===== src/rtl/vga_pattern_gen.sv =====
// VGA timing generator with eleven selectable test patterns.
// Mode steps come from a debounced button or a frame-count auto-advance.
module vga_pattern_gen #(
   parameter int H_ACTIVE    = 1024,
   parameter int H_FP        = 24,
   parameter int H_SYNC      = 136,
   parameter int H_BP        = 160,
   parameter int V_ACTIVE    = 768,
   parameter int V_FP        = 3,
   parameter int V_SYNC      = 6,
   parameter int V_BP        = 29,
   parameter bit HS_POL      = 1'b0,
   parameter bit VS_POL      = 1'b0,
   parameter int COLOR_W     = 6,
   parameter int DEBOUNCE    = 90000,
   parameter int AUTO_FRAMES = 0
) (
   input  logic               clk,
   input  logic               rst,
   input  logic               key_n,
   output logic               hs,
   output logic               vs,
   output logic               de,
   output logic [11:0]        x,
   output logic [11:0]        y,
   output logic [COLOR_W-1:0] r,
   output logic [COLOR_W-1:0] g,
   output logic [COLOR_W-1:0] b,
   output logic [3:0]         mode,
   output logic               frame_start
);

   localparam int H_TOTAL = H_ACTIVE + H_FP + H_SYNC + H_BP;
   localparam int V_TOTAL = V_ACTIVE + V_FP + V_SYNC + V_BP;

   localparam logic [11:0] H_LAST = 12'(H_TOTAL - 1);
   localparam logic [11:0] V_LAST = 12'(V_TOTAL - 1);
   localparam logic [11:0] H_ACT  = 12'(H_ACTIVE);
   localparam logic [11:0] V_ACT  = 12'(V_ACTIVE);
   localparam logic [11:0] X_LAST = 12'(H_ACTIVE - 1);
   localparam logic [11:0] HS_BEG = 12'(H_ACTIVE + H_FP);
   localparam logic [11:0] HS_END = 12'(H_ACTIVE + H_FP + H_SYNC - 1);
   localparam logic [11:0] VS_BEG = 12'(V_ACTIVE + V_FP);
   localparam logic [11:0] VS_END = 12'(V_ACTIVE + V_FP + V_SYNC - 1);

   localparam int DB_W = (DEBOUNCE > 0) ? $clog2(DEBOUNCE + 1) : 1;
   localparam logic [DB_W-1:0] DB_MAX = DB_W'(DEBOUNCE);
   localparam logic [DB_W-1:0] DB_PRE = DB_W'(DEBOUNCE - 1);

   localparam bit AUTO_EN = AUTO_FRAMES > 0;
   localparam int AF_W    = AUTO_EN ? $clog2(AUTO_FRAMES + 1) : 1;
   localparam logic [AF_W-1:0] AF_LAST =
      AF_W'(AUTO_EN ? AUTO_FRAMES - 1 : 0);

   localparam logic [COLOR_W-1:0] MAX = '1;

   typedef enum logic [3:0] {
      M_BLACK  = 4'd0,
      M_WHITE  = 4'd1,
      M_RED    = 4'd2,
      M_GREEN  = 4'd3,
      M_BLUE   = 4'd4,
      M_GRID_S = 4'd5,
      M_GRID_L = 4'd6,
      M_RAMP_H = 4'd7,
      M_RAMP_V = 4'd8,
      M_BARS   = 4'd9,
      M_SCROLL = 4'd10
   } mode_t;

   logic [11:0]     h_cnt;
   logic [11:0]     v_cnt;
   logic [11:0]     scroll;
   logic [DB_W-1:0] db_cnt;
   logic [AF_W-1:0] af_cnt;
   logic            pending;
   mode_t           mode_q;
   mode_t           mode_nx;

   logic h_last;
   logic v_last;
   logic frame_end;
   logic btn_req;
   logic auto_req;
   logic step_req;

   assign h_last    = (h_cnt == H_LAST);
   assign v_last    = (v_cnt == V_LAST);
   assign frame_end = h_last & v_last;

   always_ff @(posedge clk) begin
      if (rst) begin
         h_cnt <= '0;
         v_cnt <= '0;
      end else if (h_last) begin
         h_cnt <= '0;
         v_cnt <= v_last ? '0 : v_cnt + 12'd1;
      end else begin
         h_cnt <= h_cnt + 12'd1;
      end
   end

   always_ff @(posedge clk) begin
      if (rst)
         scroll <= '0;
      else if (frame_end)
         scroll <= (scroll == X_LAST) ? '0 : scroll + 12'd1;
   end

   // Request fires on the single cycle the low-run reaches DEBOUNCE.
   assign btn_req = !key_n && (db_cnt == DB_PRE);

   always_ff @(posedge clk) begin
      if (rst || key_n)
         db_cnt <= '0;
      else if (db_cnt != DB_MAX)
         db_cnt <= db_cnt + 1'b1;
   end

   assign auto_req = AUTO_EN && frame_end && (af_cnt == AF_LAST);

   always_ff @(posedge clk) begin
      if (rst || !AUTO_EN)
         af_cnt <= '0;
      else if (frame_end)
         af_cnt <= (af_cnt == AF_LAST) ? '0 : af_cnt + 1'b1;
   end

   assign step_req = btn_req | auto_req;

   always_comb begin
      mode_nx = mode_t'(mode_q + 4'd1);
      if (mode_q == M_SCROLL)
         mode_nx = M_BLACK;
   end

   // Requests collapse into one flag; the mode only moves between frames.
   always_ff @(posedge clk) begin
      if (rst) begin
         pending <= 1'b0;
         mode_q  <= M_BLACK;
      end else if (frame_end) begin
         if (pending || step_req)
            mode_q <= mode_nx;
         pending <= 1'b0;
      end else if (step_req) begin
         pending <= 1'b1;
      end
   end

   logic               de_c;
   logic               hs_c;
   logic               vs_c;
   logic [15:0]        h8;
   logic [2:0]         bar;
   logic [COLOR_W-1:0] ramp_h;
   logic [COLOR_W-1:0] ramp_v;
   logic [COLOR_W-1:0] r_c;
   logic [COLOR_W-1:0] g_c;
   logic [COLOR_W-1:0] b_c;

   assign de_c = (h_cnt < H_ACT) && (v_cnt < V_ACT);
   assign hs_c = (h_cnt >= HS_BEG && h_cnt <= HS_END) ? HS_POL : !HS_POL;
   assign vs_c = (v_cnt >= VS_BEG && v_cnt <= VS_END) ? VS_POL : !VS_POL;

   assign ramp_h = COLOR_W'(h_cnt >> 2);
   assign ramp_v = COLOR_W'(v_cnt >> 2);

   // Bar index floor(8x/H_ACTIVE) via threshold compares, no divider.
   assign h8 = {1'b0, h_cnt, 3'b000};

   always_comb begin
      bar = '0;
      for (int k = 1; k < 8; k++)
         if (h8 >= 16'(k * H_ACTIVE))
            bar = 3'(k);
   end

   always_comb begin
      r_c = '0;
      g_c = '0;
      b_c = '0;
      unique case (mode_q)
         M_BLACK: ;
         M_WHITE: begin
            r_c = MAX;
            g_c = MAX;
            b_c = MAX;
         end
         M_RED:   r_c = MAX;
         M_GREEN: g_c = MAX;
         M_BLUE:  b_c = MAX;
         M_GRID_S:
            if (!(h_cnt[4] ^ v_cnt[4])) begin
               r_c = MAX;
               g_c = MAX;
               b_c = MAX;
            end
         M_GRID_L:
            if (!(h_cnt[6] ^ v_cnt[6])) begin
               r_c = MAX;
               g_c = MAX;
               b_c = MAX;
            end
         M_RAMP_H: begin
            r_c = ramp_h;
            g_c = ramp_h;
            b_c = ramp_h;
         end
         M_RAMP_V: begin
            r_c = ramp_v;
            g_c = ramp_v;
            b_c = ramp_v;
         end
         M_BARS:
            unique case (bar)
               3'd0: r_c = MAX;
               3'd1: g_c = MAX;
               3'd2: b_c = MAX;
               3'd3: begin
                  r_c = MAX;
                  b_c = MAX;
               end
               3'd4: begin
                  r_c = MAX;
                  g_c = MAX;
               end
               3'd5: begin
                  g_c = MAX;
                  b_c = MAX;
               end
               3'd6: begin
                  r_c = MAX;
                  g_c = MAX;
                  b_c = MAX;
               end
               default: ;
            endcase
         M_SCROLL:
            if (h_cnt == scroll) begin
               r_c = MAX;
               g_c = MAX;
               b_c = MAX;
            end
         default: begin
            r_c = MAX;
            g_c = MAX;
            b_c = MAX;
         end
      endcase
      if (!de_c) begin
         r_c = '0;
         g_c = '0;
         b_c = '0;
      end
   end

   // mode is re-registered so it changes together with frame_start.
   always_ff @(posedge clk) begin
      if (rst) begin
         hs          <= !HS_POL;
         vs          <= !VS_POL;
         de          <= 1'b0;
         x           <= '0;
         y           <= '0;
         r           <= '0;
         g           <= '0;
         b           <= '0;
         mode        <= '0;
         frame_start <= 1'b0;
      end else begin
         hs          <= hs_c;
         vs          <= vs_c;
         de          <= de_c;
         x           <= de_c ? h_cnt : '0;
         y           <= de_c ? v_cnt : '0;
         r           <= r_c;
         g           <= g_c;
         b           <= b_c;
         mode        <= mode_q;
         frame_start <= (h_cnt == '0) && (v_cnt == '0);
      end
   end

endmodule


===== config.mk =====
export PLATFORM = sky130hd
export DESIGN_NAME = vga_pattern_gen
export DESIGN_NICKNAME = d
export VERILOG_FILES = /design/src/rtl/vga_pattern_gen.sv
export SDC_FILE = /design/constraint.sdc
export NUM_CORES = 1
export LEC_CHECK = 0
export CAP_MARGIN = 10
export CORE_MARGIN = 4
export CORE_UTILIZATION = 46
export CTS_BUF_LIST = sky130_fd_sc_hd__clkbuf_2
export DETAILED_ROUTE_END_ITERATION = 8
export DONT_BUFFER_PORTS = 1
export PLACE_DENSITY = 0.67
export SKIP_LAST_GASP = 1
export SYNTH_ARGS = -nofsm -noshare
export SYNTH_HDL_FRONTEND = slang
export SYNTH_SLANG_ARGS = --single-unit

===== constraint.sdc =====
create_clock -name clk -period 2.3 [get_ports clk]
set_input_delay 0.575 -clock clk [delete_from_list [all_inputs] [get_ports clk]]
set_output_delay 0.575 -clock clk [all_outputs]
set_load 0.02 [all_outputs]

Word-level counts from Yosys, hierarchy flattened
Index checks and enable logic that the tools add are counted.

Bits in registers: 108. Input bits: 3. Output and inout bits: 50. Word-level logic and storage cells: 102.

Add/subtract/negate cells: 5. Order comparisons: 13. Equal/unequal tests: 21. Mux-type cells: 21. Bitwise logic cells: 4. Reductions and logical operators: 22.

Operator list (count): 6-bit case mux with 7 select lines (3); 15-bit by 13-bit greater-or-equal comparator with 1-bit output, second input constant (4); 12-bit by 1-bit adder with 12-bit output, second input constant (3); 6-bit 2-to-1 mux (6); 15-bit by 12-bit greater-or-equal comparator with 1-bit output, second input constant (2); 12-bit by 10-bit == test with 1-bit output, second input constant (2); 12-bit zero test (2); 12-bit 2-to-1 mux (2); 3-bit 2-to-1 mux (6); 17-bit by 1-bit adder with 17-bit output, second input constant (1); 17-bit == test, second input constant (1); 17-bit inequality test, second input constant (1); 4-bit by 3-bit == test with 1-bit output, second input constant (4); 15-bit by 11-bit greater-or-equal comparator with 1-bit output, second input constant (1); 12-bit by 11-bit == test with 1-bit output, second input constant (1); 12-bit == test (1); 4-bit == test, second input constant (3); 12-bit by 10-bit greater-or-equal comparator with 1-bit output, second input constant (1); 12-bit by 11-bit greater-or-equal comparator with 1-bit output, second input constant (1); 12-bit by 10-bit less-or-equal comparator with 1-bit output, second input constant (1); 12-bit by 11-bit less-or-equal comparator with 1-bit output, second input constant (1); 12-bit by 10-bit < comparator with 1-bit output, second input constant (1); 12-bit by 11-bit < comparator with 1-bit output, second input constant (1); 4-bit OR reduction (3); 18 further kinds (34).

Logic depth before layout (Yosys ltp)
Gate-level depths: netlist (run 1).

Depth after elaboration: 12. Mapped depth: 8. Mapped depth without buffers: 7.

Least setup slack after synthesis (run 1)
Ideal clock, no wire load.

Path kind: reg2reg. Start point: register h_cnt[9]. End point: register scroll[10]. Setup time: 0.128 ns. Arrival time: 2.042 ns. Required time: 2.172 ns. Setup slack: 0.130 ns. Stages on the path, launching flop included: 8. Buffers on the path: 2. Clock period less this slack: 2.170 ns. Path through: dfxtp_1 buf_6 or4b_1 or4_4 buf_6 nor4_1 mux2i_1 nor2_1.

Word-level cells in the longest chain between the ends: 2.

RTL lines: start: declaration (RTL line 71) `logic [11:0] h_cnt;`; start signal: assignment (RTL line 99) `h_cnt <= h_cnt + 12'd1;`; 12-bit by 11-bit == test with 1-bit output (RTL line 87) `assign h_last = (h_cnt == H_LAST);`; 1-bit AND (RTL line 89) `assign frame_end = h_last & v_last;`; end signal: assignment (RTL line 107) `scroll <= (scroll == X_LAST) ? '0 : scroll + 12'd1;`; end: declaration (RTL line 73) `logic [11:0] scroll;`.

Every way passes these cells. A chain may end at the register's enable or synchronous reset.

Worst setup path in the final report (run 1)
Start point: register h_cnt[6]. End point: register mode_q[2].

Word-level cells in the longest chain between the ends: 3.

RTL lines: 12-bit by 11-bit == test with 1-bit output (RTL line 87); 1-bit AND (RTL line 89); 2-bit AND reduction (no line); end signal: assignment (RTL line 144) `mode_q <= mode_nx;`; end: declaration (RTL line 77) `mode_t mode_q;`.

Every way passes these cells.

==> results.md, run 1 <==
Critical path:
- Data on the critical path arrives at its endpoint at 2730 ps.
- STA classifies the critical path startpoint as a flop.
- The endpoint kind of the worst setup timing path is a flop.
- Of all nets on the critical path, the largest fanout is 6.
- The required time reported for the critical path endpoint is approximately 2800 ps.
- The setup path with the least slack is of type flop to flop.

Routing:
- The number of remaining DRC errors is 0.
- After detailed routing, the average wire length per cell comes to 14.65 µm.
- Once detail routing completed, the nets flagged for antenna violations numbered 0.
- In the routed layout, each cell is associated on average with a via count of 5.334.
- The first detailed-routing pass took 4 iterations.
- Summing over every cut layer, the via total after detailed routing is 3510.
- The detailed-route wire length is 9.640 mm.
- The DRC violation total after the first TritonRoute iteration is 219.

STA:
- The final critical-path share of the clock period is 98.32%.
- Setup violations remaining at the end of the flow were counted as 0.
- The slew at the pin closest to its max-slew limit is 553.7 ps.
- The time the worst path needs with I/O delays and setup is 2261 ps.
- Clock skew on the completed layout was measured at 30.47 ps.
- The worst max-slew margin expressed relative to the limit is between 60% and 70%.
- The hold violation total from the final report is 0.
- The number of max-slew violations in the final report is 0.
- Setup repair after global routing could not meet its margin everywhere.
- The maximum clock rate is 442.2 MHz.

Clock network:
- TritonCTS built the clock tree.
- Counting the buffers created by CTS gives 9.
- The H-tree was split into 3 levels.
- In this run the clock root is driven by a clkbuf_2.
- The CTS sink count is about 110.
- For the worst-skew pair, the clock arrives at the later sink with an insertion delay of 550 ps.
- The maximum buffer depth of the clock tree is 2.
- After clock tree synthesis, the clock-pin slew on the worst setup and hold paths is 280 ps.

Pwr:
- Net switching is between 20% and 30% of the power.
- In this run the power density over the cells is approximately 580 nW/µm².
- The leakage component of the power is 1.745 nW.
- The internal portion of the total power is 0.002179 W.
- Per report_power, the sequential group accounts for 67.2% of the total.
- Total power for the finished layout comes to 0.002847 W.
- The highest ir drop seen on vdd is 0.2322 mV.
- The clock share of power is 30.2%.
- For this design the total switching power over the nets is between 0.0006 and 0.0007 W.
- The share of total power dissipated in combinational logic is under 10%.

Yosys:
- The synthesized area is 4544 µm².
- Of the synthesized area, sequential elements account for approximately 48%.
- In the synthesized netlist the async set-or-reset flop fraction comes to 0%.
- Among all flip-flop cells after synthesis, the most frequent one is dfxtp_1.
- The number of synthesized flops with an enable pin is 0.
- The count of synthesis-stage warnings from yosys is 0.
- After synthesis, the mean cell area works out to between 8 and 9 µm².
- The count of state elements after synthesis is 108.
- After synthesis, the netlist uses 44 different library cells.
- The synthesized instance count is between 500 and 600.

Run:
- The number of max-cap violations is 0.

Final layout:
- Cells with a size suffix above 1 make up about a tenth of the layout.
- The final-layout fill cell count is 912.
- Once layout is done, the placed cells without fillers occupy between 4000 and 5000 µm².
- From synthesis to final layout, the design area changed by 7.985%.
- The final layout contains 532 nets.
- The diode insertion count for antenna repair is 0.

Global route:
- Entering global routing, the biggest net connects 25 pins.
- The initial antenna violation count is 0.
- For this run, the total global-route usage over all layers was measured as 17.14%.
- The global-route wire length before repair is 15.92 mm.
- The via count of the first global-routing pass is roughly 3200.
- The total congestion overflow after global routing is 0.

Hold path:
- The path class of the lowest-slack min-delay path is input pin to flop.

Floorplanning:
- The floorplan step set the die width to 107.4 µm.
- Once the floorplan was initialized, standard cells occupied between 40% and 50% of the core.
- 53 I/O pins were placed.
- The area of the die is 11530 µm².
- The floorplan has 36 rows.
- The placeable core region is between 9000 and 10000 µm².
- The floorplan step set the die height to 107.4 µm.

Status:
- The flow ran to the end, and the final reports show no timing, DRC or antenna violations.

Placed design:
- The cell area after placement is approximately 4700 µm².
- The count of buffers added on input and output ports is 0.
- The final estimated routing congestion in global placement is around 0.86.
- The HPWL reported at the end of detailed placement is 6.873 mm.
==> cell type report <==
type	instances	area, µm²	share of cell area (%)
clock buffers	9	45.04	0.9179
inverters	15	56.30	1.147
well taps	133	166.4	3.391
repair buffers	24	182.7	3.723
multi-input cells	363	2222	45.28
clock inverters	6	72.57	1.479
flip-flops and latches	108	2162	44.06
==> cells in the final DEF (no fill, tap or decap), types with 14 or more instances in the layout <==
cell type    n
inv_1       15
xor2_1      15
and2_1      16
buf_4       23
and3_1      14
xnor2_1     40
nand4_1     20
nor2_1      65
nand2_1     32
nand3_1     22
a21oi_1     33
dfxtp_1    108
==> critical path: stages, from the launching register on <==
cell and delay [ps]:
dfxtp_1 380, or4b_1 570, or4_4 500, nor2_2 270, nand4_1 140, mux2_1 330
==> synthesized netlist by cell type (all sizes together), types with 3 or more instances <==
cell / number / area, µm²
a21oi: 33 / 165.2
a22o: 3 / 26.28
and2: 16 / 100.1
and3: 14 / 87.58
and4: 6 / 52.55
buf: 6 / 41.28
clkbuf: 27 / 101.4
dfxtp: 108 / 2162
ha: 8 / 100.1
inv: 15 / 56.30
mux2i: 3 / 30.03
nand2: 32 / 120.1
nand2b: 5 / 31.28
nand3: 22 / 110.1
nand4: 20 / 125.1
nor2: 66 / 247.7
nor2b: 11 / 68.82
nor3: 8 / 40.04
nor3b: 4 / 30.03
nor4: 14 / 87.58
o21ai: 10 / 50.05
or2: 3 / 18.77
or3: 8 / 50.05
xnor2: 40 / 350.3
xor2: 15 / 131.4
==> path summary, 6_finish.rpt <==
path	start	to	slack, ps	cells after the start
worst max-delay path	h_cnt[6]	mode_q[2]	40	5
worst min-delay path	rst	scroll[2]	60	1
worst max register to register	h_cnt[6]	mode_q[2]	40	5
worst min register to register	pending	pending	540	2
==> cell families after synthesis <==
group	share of synthesized area, %
DFF	47.58
buffers and inverters	4.378
muxes	1.156
xor gates and xnor gates	10.60
and+or+nand+nor	27.18
adders and majority gates	2.203
AOI/OAI and AO/OA	6.828
other	0.08252
==> sequential cells by signal, summed over array words and instances, names as in the netlist <==
register     cells
b                6
db_cnt          17
de               1
frame_start      1
g                6
h_cnt           12
hs               1
mode             4
mode_q           4
pending          1
r                6
scroll          12
v_cnt           12
vs               1
x               12
y               12
==> through the flow <==
stage               TNS (ps)  instances  hold slack, ps  util [%]  setup slack, ps
floorplan                  0        519           452.3         -            129.9
global placement           0        638           488.3     48.76            81.38
detailed placement         0        638           494.0     48.76            5.630
CTS                        0        656           14.76     50.26            21.79
global route          -65.18        658           2.752     50.67           -41.05
finish                     0        658           59.96     50.67            38.57
==> routing by layer <==
metal,GRT usage (%),vias to the layer above,share of wire [%],wire [µm]
met2,27.03,115,44,4243
met3,3.359,16,6.7,647
met1,23.18,1626,47,4575
met4,6.673,0,1.8,174
li1,-,1753,-,-
met5,0,-,0,0
==> what timing repair did <==
item / CTS / global route
hold buffers: 1 / 0
resized for setup: 1 / 4
endpoints found under the hold margin: 1 / 0
pin swaps: 1 / 0
setup buffers: 2 / 2
setup endpoints to repair: 11 / 7
==> power groups by stage <==
stage          sequential (W)  combinational, W  clock (W)
4_1_cts               0.00192         0.0000725   0.000893
6_report              0.00191         0.0000719   0.000860
2_1_floorplan         0.00195         0.0000537          0
5_1_grt               0.00192         0.0000829   0.000957
3_3_place_gp          0.00195         0.0000680          0
3_5_place_dp          0.00195         0.0000704          0
Note: power is estimated with default switching activity, not from simulation.
==> run 2, diff against run 1 <==
--- a/config.mk
+++ b/config.mk
@@ -5,6 +5,7 @@
 export SDC_FILE = /design/constraint.sdc
 export NUM_CORES = 1
 export LEC_CHECK = 0
+export ABC_AREA = 1
 export CAP_MARGIN = 10
 export CORE_MARGIN = 4
 export CORE_UTILIZATION = 46
==> results.md, run 2 <==
Routing:
- The detailed-router iteration count before antenna repair is 5.
- The wire length per cell after detailed routing is 13.53 µm.
- The DRC violation total after the first TritonRoute iteration is between 300 and 400.
- Across all layers, the routed design uses around 4700 vias.
- The detail route stage leaves a number of antenna-violating nets equal to 0.
- The average via count per standard cell is 5.178.
- The final layout contains routed wiring with a total length of 12.32 mm.
- In the routed design, unresolved DRC markers number 0.

STA:
- The worst max-slew margin expressed relative to the limit is 39.31%.
- Timing would allow up to 519.9 MHz.
- After layout, the minimum clock period comes to 1923 ps.
- The hold violation total from the final report is 0.
- Of the available clock period, the critical path in the final layout requires 83.62%.
- On the final layout, the worst clock skew is 30.84 ps.
- Setup violations remaining at the end of the flow were counted as 0.
- The slew at the pin closest to its max-slew limit is 907.4 ps.
- After routing, the total negative slack on setup checks comes to 0 ps.
- Setup repair after global routing left no endpoint under its margin.
- The number of max-slew violations in the final report is 0.

Yosys:
- The leading cell type by number of instances after synthesis is nand2_1.
- The synthesized area is 5186 µm².
- The biggest area consumer among synthesized cells is dfxtp_1.
- Counting flops and latches in the post-synthesis netlist gives 108.
- In the post-synthesis netlist, the biggest area contributors are dfxtp_1, nand2_1, nor2_1, nand3_1, inv_1.
- The commonest cells after synthesis are nand2_1, nor2_1, dfxtp_1.
- The share of synthesized area in the top cell type comes to 41.69%.
- For this run, the number of Yosys warnings is 0.
- Counting flops with a built-in enable in the synthesized netlist gives 0.
- The fraction of synthesis flops using an asynchronous set or reset pin is 0%.
- Synthesis handed over a netlist of about 770 instances.
- After synthesis, the netlist uses 34 different library cells.
- The most common flop cell mapped by yosys is dfxtp_1.
- Averaged over all synthesized cells, the footprint is 6.762 µm².
- Of the synthesized area, sequential elements account for 41.69%.

Pwr:
- The design draws 0.002943 W.
- In this run the static leakage power is 2.344 nW.
- The highest ir drop seen on vdd is ~0.37 mV.
- For this design the ratio of total power to cell area is 542.7 nW/µm².

Clock network:
- Once the clock tree was built, the resizer swapped 0 gates to a different size.
- The CTS tree is done.
- The maximum buffer depth of the clock tree is 2.
- After clock tree synthesis, the clock-pin slew on the worst setup and hold paths is roughly 250 ps.
- Clock latency on the worst-skew pair, taken at its later pin, is a little over 600 ps.
- The CTS sink count is 108.
- The CTS root buffer is clkbuf_2.
- The number of CTS-inserted buffers is 9.
- In this run the number of H-tree levels came out at 3.

Floorplanning:
- The floorplan step defined a die boundary enclosing 13040 µm².
- The floorplan has 38 rows.
- The die is ~110 µm tall.
- The horizontal die dimension is 114.2 µm.
- The total area inside the core boundary comes to 10940 µm².
- Pin placement for this block handled 53 I/O pins.
- The effective utilization at floorplan is 47.43%.

Final layout:
- Summing all non-filler instances in the final layout gives an area of 5423 µm².
- The register with the most flip-flops in the layout has 17 of them.
- db_cnt holds more flip-flops than any other register.
- The repair_antennas step left the layout with diodes totalling 0.
- Fill cells in the final layout number around 1100.
- The share of layout cells above drive strength 1 is 6.744%.
- Relative to the synthesized area, the layout overhead comes to 4.560%.
- Leaving out fill and tap cells, the most frequent cell in the layout is nand2_1.
- The final layout contains 777 nets.
- In the layout the commonest cells are nand2_1, nor2_1, dfxtp_1.

Placed design:
- Routability-driven placement finished with a final weighted congestion of 0.8956.
- During placement, the flow inserted port buffers numbering 0.
- The HPWL reported at the end of detailed placement is approximately 9 mm.
- Summing all placed instances gives a cell area of approximately 5300 µm².

Critical path:
- The worst setup path is of the flop to flop kind.
- The largest individual stage delay along the critical path comes from the cell dfxtp_1.
- The arrival time of the worst setup path is 2480 ps.
- For the worst setup path, the data required time is between 2000 and 3000 ps.
- Across all register-to-register paths, the minimum setup slack is 380 ps.
- The kind of cell with the highest combined delay along the critical path is simple AND/OR/NAND/NOR gates.
- The delay of the slowest cell on the worst path is 580 ps.
- The kind of start point of the critical path is a flop.
- The sum of buffers and inverters on the critical path is 1.
- Walking the worst path, the cells encountered are clkinv_2, nand2_2, nor2_4, nand3_4, nand2_1, o21bai_1, a21oi_1.
- STA classifies the critical path endpoint as a flop.
- Of all nets on the critical path, the largest fanout is 16.

Hold path:
- The path class of the lowest-slack min-delay path is input pin to flop.

Global route:
- The global-route wire length before repair is 20.96 mm.
- The total overflow left after global routing is 0.
- The global-route usage over all layers is 19.89%.
- The via count of the first global-routing pass came to 4368.
- The initial antenna violation count is 0.
- Entering global routing, the biggest net connects 24 pins.

Run:
- The number of max-cap violations is 0.

Status:
- The run finished with clean final reports.
[run 2: final timing paths]
kind	from	end	cells past startpoint
setup / recovery	h_cnt[7]	h_cnt[7]	7
setup reg to reg	h_cnt[7]	h_cnt[7]	7
hold / removal	rst	mode_q[2]	3
hold reg to reg	db_cnt[15]	db_cnt[15]	2
[run 2: cell type report]
type,instances,area [µm²],area share [%]
Multi-Input combinational cell,540,2535,46.75
Sequential cell,108,2162,39.87
Inverter,103,389.1,7.176
Tap cell,140,175.2,3.230
Clock inverter,6,78.83,1.454
Clock buffer,10,50.05,0.9229
Timing Repair Buffer,4,32.53,0.5999
[run 2: repair_timing]
action / 4_1_cts / 5_1_grt
hold buffers: 1 / 0
endpoints found under the hold margin: 23 / 0
setup buffers: 0 / 0
endpoints found under the setup margin: 0 / 0
[run 2: cells by family (layout without fill, tap and decap cells)]
family | count (synthesis) | in the layout | share of synthesized area, %
flip-flops | 108 | 108 | 41.69
other | 1 | 4 | 0.07231
AND/OR/NAND/NOR | 441 | 441 | 36.94
adder cells (fa/ha/maj) | 8 | 8 | 1.930
buffers and inverters | 122 | 123 | 9.747
XOR/XNOR | 12 | 12 | 2.027
AO/OA/AOI/OAI | 75 | 75 | 7.600
[run 2: report_power, final]
group	switching [W]	leakage [nW]	internal, W
logic	0.0000513	1.39	0.0000207
clock network	0.000599	0.0831	0.000355
registers	0.0000230	0.873	0.00189
[run 2: metrics by stage]
stage / setup WS, ps / hold WS (ps) / std cells / util [%]
after global placement: 543.3 / 451.6 / 894 / 48.32
after detailed placement: 439.7 / 453.1 / 894 / 48.32
after floorplan: 799.9 / 440.9 / 770 / -
after global routing: 178.1 / 16.37 / 911 / 49.59
final: 376.6 / 84.51 / 911 / 49.59
after CTS: 389.6 / 29.24 / 911 / 49.59
[run 2: routing by layer]
layer | share of wire, % | GRT usage, %
met1 | 45 | 26.04
met2 | 47 | 31.97
met3 | 6.1 | 3.964
met4 | 2.2 | 8.472
met5 | 0 | 0
[run 2: tightest hold or removal path, delay by kind of cell]
kind,cells,cell delay (ps)
AND/OR/NAND/NOR,2,90
AO/OA/AOI/OAI,1,20
